[config.mk]
export PLATFORM = sky130hd
export DESIGN_NAME = mult_seq_ctrl
export DESIGN_NICKNAME = d
export VERILOG_FILES = /design/src/rtl/mult_seq_ctrl.sv
export SDC_FILE = /design/constraint.sdc
export NUM_CORES = 1
export LEC_CHECK = 0
export BUFFER_PORTS_ARGS = -buffer_cell sky130_fd_sc_hd__buf_2
export CAP_MARGIN = 20
export CORE_MARGIN = 2
export CORE_UTILIZATION = 30
export DETAILED_ROUTE_END_ITERATION = 10
export GPL_TIMING_DRIVEN = 0
export MAX_ROUTING_LAYER = met4
export PLACE_DENSITY_LB_ADDON = 0.2
export RECOVER_POWER = 100
export SYNTH_ARGS = -nofsm -noshare
export SYNTH_HDL_FRONTEND = slang
export SYNTH_SLANG_ARGS = --single-unit
[constraint.sdc]
create_clock -name Clock -period 2.15 [get_ports Clock]
set_input_delay 0.1075 -clock Clock [delete_from_list [all_inputs] [get_ports Clock]]
set_output_delay 0.1075 -clock Clock [all_outputs]
set_load 0.005 [all_outputs]
[src/rtl/mult_seq_ctrl.sv]
// Sequencer for a shift-add multiplier: drives the datapath selects and shift
// enable, counts iterations, and runs a start/done/ack handshake with the requester.
module mult_seq_ctrl #(
  parameter int WIDTH = 32,
  parameter int CNT_W = 6
) (
  input  logic             Clock,
  input  logic             Reset,
  input  logic             iStart,
  input  logic             iAck,
  input  logic             iAbort,
  input  logic             iB_LSB,
  output logic             oB_Sel,
  output logic             oA_Sel,
  output logic             oProd_Sel,
  output logic             oAdd_Sel,
  output logic             oShift_Enable,
  output logic             oBusy,
  output logic             oDone,
  output logic [CNT_W-1:0] oCount
);

  typedef enum logic [1:0] {IDLE, LOAD, ITER, DONE} state_t;

  localparam logic [CNT_W-1:0] LAST_ITER = CNT_W'(WIDTH - 1);

  state_t           state;
  state_t           nxt;
  logic [CNT_W-1:0] count;

  // Bit order: {a_sel, b_sel, prod_sel, shift_enable, busy, done}.
  function automatic logic [5:0] decode(input state_t s);
    case (s)
      LOAD:    return 6'b111010;
      ITER:    return 6'b000110;
      DONE:    return 6'b000001;
      default: return 6'b110000;
    endcase
  endfunction

  // NOTE: nxt gets a default before the case so no path leaves it unassigned and no latch is inferred.
  always_comb begin
    nxt = state;
    case (state)
      IDLE: if (iStart) nxt = LOAD;
      LOAD: nxt = iAbort ? IDLE : ITER;
      ITER: begin
        if (iAbort)                  nxt = IDLE;
        else if (count == LAST_ITER) nxt = DONE;
      end
      DONE: if (iAck) nxt = iStart ? LOAD : IDLE;
      default: nxt = IDLE;
    endcase
  end

  // Outputs are registered from the next state, so they line up with the
  // state register exactly as a decode of the current state would.
  // NOTE: Reset is synchronous and active-high, so it appears only inside the clocked branch.
  always_ff @(posedge Clock) begin
    if (Reset) begin
      state <= IDLE;
      count <= '0;
      {oA_Sel, oB_Sel, oProd_Sel, oShift_Enable, oBusy, oDone} <= decode(IDLE);
    end else begin
      state <= nxt;
      {oA_Sel, oB_Sel, oProd_Sel, oShift_Enable, oBusy, oDone} <= decode(nxt);
      case (state)
        LOAD: count <= '0;
        ITER: begin
          if (iAbort || count == LAST_ITER) count <= '0;
          else                              count <= count + CNT_W'(1);
        end
        default: count <= count;
      endcase
    end
  end

  // Add decision follows the B-register LSB combinationally during iteration.
  assign oAdd_Sel = oShift_Enable & iB_LSB;
  assign oCount   = count;

endmodule

# Word-level counts from Yosys, hierarchy flattened
# Cells that the tools add are included.
[word_totals]
register_bits = 14
[op_classes]
muxes = 10
bitwise_logic = 1
add_sub_neg = 1
eq_ne = 7
reduce_logical = 3
[ops]
columns = ["op", "n"]
rows = [
  ["$pmux W6 S3", 1],
  ["$pmux W6 S2", 1],
  ["$mux W2", 5],
  ["$eq A2 B2 Y1 const B", 4],
  ["$pmux W2 S4", 1],
  ["$add A6 B1 Y6 const B", 1],
  ["$eq A6 B5 Y1 const B", 1],
  ["$mux W6", 1],
  ["$eq A2 B1 Y1 const B", 2],
  ["$logic_not A2 Y1", 1],
  ["$reduce_bool A2 Y1", 1],
  ["$and A1 B1 Y1", 1],
  ["$logic_or A1 B1 Y1", 1],
  ["$mux W1", 1],
]

# Longest topological paths before layout
[depth]
word_depth = 6
mapped_depth = 7

# Worst setup path before layout
# OpenSTA, ideal clock, no wires.
[synth_path]
path_type = "register to register"
from = "register state[1]"
to = "register oBusy"
required_time_ns = 2.022
setup_time_ns = 0.128
synth_period_minus_slack_ns = 1.766
arrival_ns = 1.638
path_buffers = 0
path_slack_ns = 0.384
stages_incl_launch_ff = 7
cell_sequence = "dfxtp_1 ha_1 nor2b_1 nand3_1 a32oi_1 ha_1 nor2b_1"
[synth_via]
elab_chain_len = 5
elab_cells_between_ends = 13
[synth_lines]
columns = ["element", "line_no", "source"]
rows = [
  ["start: declaration", "27", "state_t state;"],
  ["start signal: assignment", "65", "state <= nxt;"],
  ["$mux W2", "49", "else if (count == LAST_ITER) nxt = DONE;"],
  ["$mux W2", "48", "if (iAbort) nxt = IDLE;"],
  ["$pmux W2 S4 (*)", "44", "case (state)"],
  ["$eq A2 B2 Y1 or $eq A2 B1 Y1 (tied branches)", "33", "case (s)"],
  ["$pmux W6 S3 (*)", "33", ""],
  ["end signal: assignment", "63", "{oA_Sel, oB_Sel, oProd_Sel, oShift_Enable, oBusy, oDone} <= decode(IDLE);"],
  ["end signal: assignment", "66", "{oA_Sel, oB_Sel, oProd_Sel, oShift_Enable, oBusy, oDone} <= decode(nxt);"],
  ["end: declaration", "18", "output logic oBusy,"],
]
# Mark *: on every way between the ends. The rest lies on a longest branch, timed or not.
# A chain may end at the register's enable or synchronous reset.

# Final worst setup path
# Ends and elaborated chain as after synthesis.

==> impl_results.md <==
* Die X-Extent at 54.7 microns
* Initial drt markers at 18
* Synth Net Count at 100
* Netlist cell types at 36
* WP data arrival at 2160 ps
* Worst Path Max Fanout at 7
* Post-Syn Instances at 86
* Diode count at 0
* Die extent in y at 54.7 microns
* Fmax at 497 MHz
* Worst-Skew Late Latency at 280 ps
* CP Launch Type: flip-flop
* Post-Route Setup TNS at 0 ps
* Grt total ovfl at 0
* RSZ-0062 raised after global routing: false
* Vias in the first global route at 626
* Vias at 711
* Worst setup path category: flip-flop to flip-flop
* Worst-Margin Slew at 442 ps
* Status: complete, no violations
* # DRC at 0
* Final min period at 2010 ps
* Async SR Flop Fraction at 0%
* Num ports at 19
* GRT Total Usage at 13.1%
* Starting Density at 31.4%
* Fin Clk Skew at 11.9 ps
* Critical path, cell by cell: ha_1 > nor2b_2 > nand3_1 > a32oi_1 > ha_1 > nor2b_1
* Wire per inst at 11.8 microns
* Sequential fraction of the synthesis area at 33.8%
* Initial antenna violation count at 0
* Psw at 119 uW
* Core Rows at 18
* Core area at 2450 sq um
* Slew Viols, Final at 0
* Die area at 2990 sq um
* Layout fillers at 264
* Sink Count at 13
* Crit-path max cell delay at 460 ps
* First-pass GRT wire length at 2.73 mm
* Antenna Nets Post-Route at 0
* CTS buffer count at 3
* Util after Layout at 37.4%
* Post-DP HPWL at 1.20 mm
* CP most frequent cell: ha_1
* Hold path start: Reset
* Flop2flop setup slack at 140 ps
* Part of the power in registers at 54.4%
* Leakage at 0.366 nW
* Synth cell count leaders: 13 x dfxtp_1, 8 x ha_1, 7 x a21oi_1, 7 x nor2b_1, 6 x nand3_1
* Final setup violation count at 0
* Largest net degree at the start of global routing at 11
* Proportion of netlist area held by the largest area contributor at 33.8%
* CP top delay family: adder cells
* Detailed Routing Iterations Pass 1 at 4
* Hold Buf Count CTS at 0
* I/O Buffers at 18
* Post-synth EDFFs at 0
* Count leader, synth: dfxtp_1
* Seq cells post-synth at 13
* Clock Path Buffers at 2
* Nets@finish at 123
* P per Cell Area at 503 nW/um^2
* Ys flop type: dfxtp_1
* Area grow syn2layout at 19.0%
* TritonCTS clock tree: built
* Htree depth at 1
* RePlAce Congestion at 0.755
* Ys Warns at 0
* Top post-synthesis cells by area: dfxtp_1 34%, ha_1 13%, nor2b_1 5.7%, a21oi_1 4.5%, nand3_1 3.9%
* Class of the most critical hold timing path: primary input to flip-flop
* Launching point of the worst reg2reg path: state[1]$_SDFF_PP0_
* CTS root buffer: clkbuf_4
* CP endpoint kind: flip-flop
* Reg clk slew, reported paths at 80 ps
* Max IR drop VDD at 0.000290 V
* Final Hold Viols at 0
* Syn Std Cell Area at 771 sq um
* Net Sw Frac at 25.8%
* Internal power at 342 uW
* Clk pwr share at 33.8%
* Post-CTS setup buffers at 0
* Vias/cell at 5.15
* Worst Setup SP: state[1]$_SDFF_PP0_
* DRT Wirelength at 1.62 mm
* Syn avg cell area at 8.96 sq um
* Critical Path RT at 2300 ps
* Share of layout cells above drive strength 1 at 16.7%
* Slew HR at 70.6%
* Tcrit/Tclk final at 93.6%
* Comb power frac at 11.9%
* CP Buf/Inv Count at 0
* Leading area contributor after synthesis: dfxtp_1
* Crit-path slowest cell: dfxtp_1
* Total of max-cap violations at 0
## kinds of logic (layout without fill, tap and decap cells)
kind of cell | after synthesis | after routing | share of synthesized area, %
simple gates | 34 | 34 | 27.6
flops | 13 | 13 | 33.8
buf+inv | 7 | 29 | 3.90
compound gates | 23 | 23 | 20.3
mux | 1 | 1 | 1.46
fa+ha+maj | 8 | 8 | 13.0
## timing repair
| item | 4_1_cts | 5_1_grt |
|---|---|---|
| gates resized for setup | 0 | 1 |
| endpoints found under the setup margin | 0 | 1 |
| endpoints found under the hold margin | 0 | 0 |
## per-layer routing
metal / part of all wire (%) / track usage, % / up-vias
met5: 0 / - / -
met2: 45 / 18.7 / 14
met1: 50 / 17.1 / 325
met3: 3.7 / 2.73 / 4
met4: 1.2 / 7.50 / 0
li1: - / - / 368
## metrics by stage
step	instances	area (sq um)	setup WS (ps)	hold slack, ps	power [mW]
after global placement	134	898	83.5	385	0.311
final	138	917	138	110	0.461
after detailed placement	134	898	90.6	387	0.311
after global routing	138	917	9.16	104	0.487
after floorplan	86	771	384	217	0.292
after CTS	138	925	74.3	97.4	0.469
## final cells by class
type                       instances  area (sq um)  area share [%]
multi-input combinational         66           483            52.7
sequential                        13           260            28.4
timing repair buffer              18          80.1            8.73
tap                               30          37.5            4.09
clock buffer                       4          26.3            2.86
inverter                           5          18.8            2.05
buffer                             2          11.3            1.23
## worst paths after layout
path	to	cells past startpoint
max	oBusy$_SDFF_PP0_	6
min	oB_Sel$_SDFF_PP1_	3
max reg2reg	oBusy$_SDFF_PP0_	6
min reg2reg	oCount[5]$_SDFFE_PP0P_	2
## placed cells by master (no fill, tap or decap), types with 2 or more instances in the layout
cell type,Yosys,routed
nand2b_1,2,2
nand2_1,5,5
ha_1,8,8
clkbuf_1,1,10
clkbuf_4,0,3
nand3_1,6,6
inv_1,5,5
or4_1,3,3
nor2b_1,7,6
a21oi_1,7,7
o21ai_0,3,3
buf_2,0,9
dfxtp_1,13,13
o2111ai_1,2,2
## power groups by stage
stage	registers, mW	clock network [mW]	logic [mW]
floorplan	0.256	0	0.0354
detailed placement	0.256	0	0.0550
CTS	0.250	0.163	0.0554
global route	0.251	0.173	0.0628
global placement	0.256	0	0.0556
finish	0.251	0.156	0.0547
## worst reg2reg max path, cell delays in order, from the launching register on
cell and delay [ps]:
dfxtp_1 460, ha_1 300, nor2b_2 290, nand3_1 160, a32oi_1 300, ha_1 270
nor2b_1 120
## registers in the layout (all words and copies together) (netlist names)
signal         cells
oCount             6
oProd_Sel          1
oBusy              1
oShift_Enable      1
state              2
oDone              1
oB_Sel             1
Note: power is estimated with default switching activity, not from simulation.
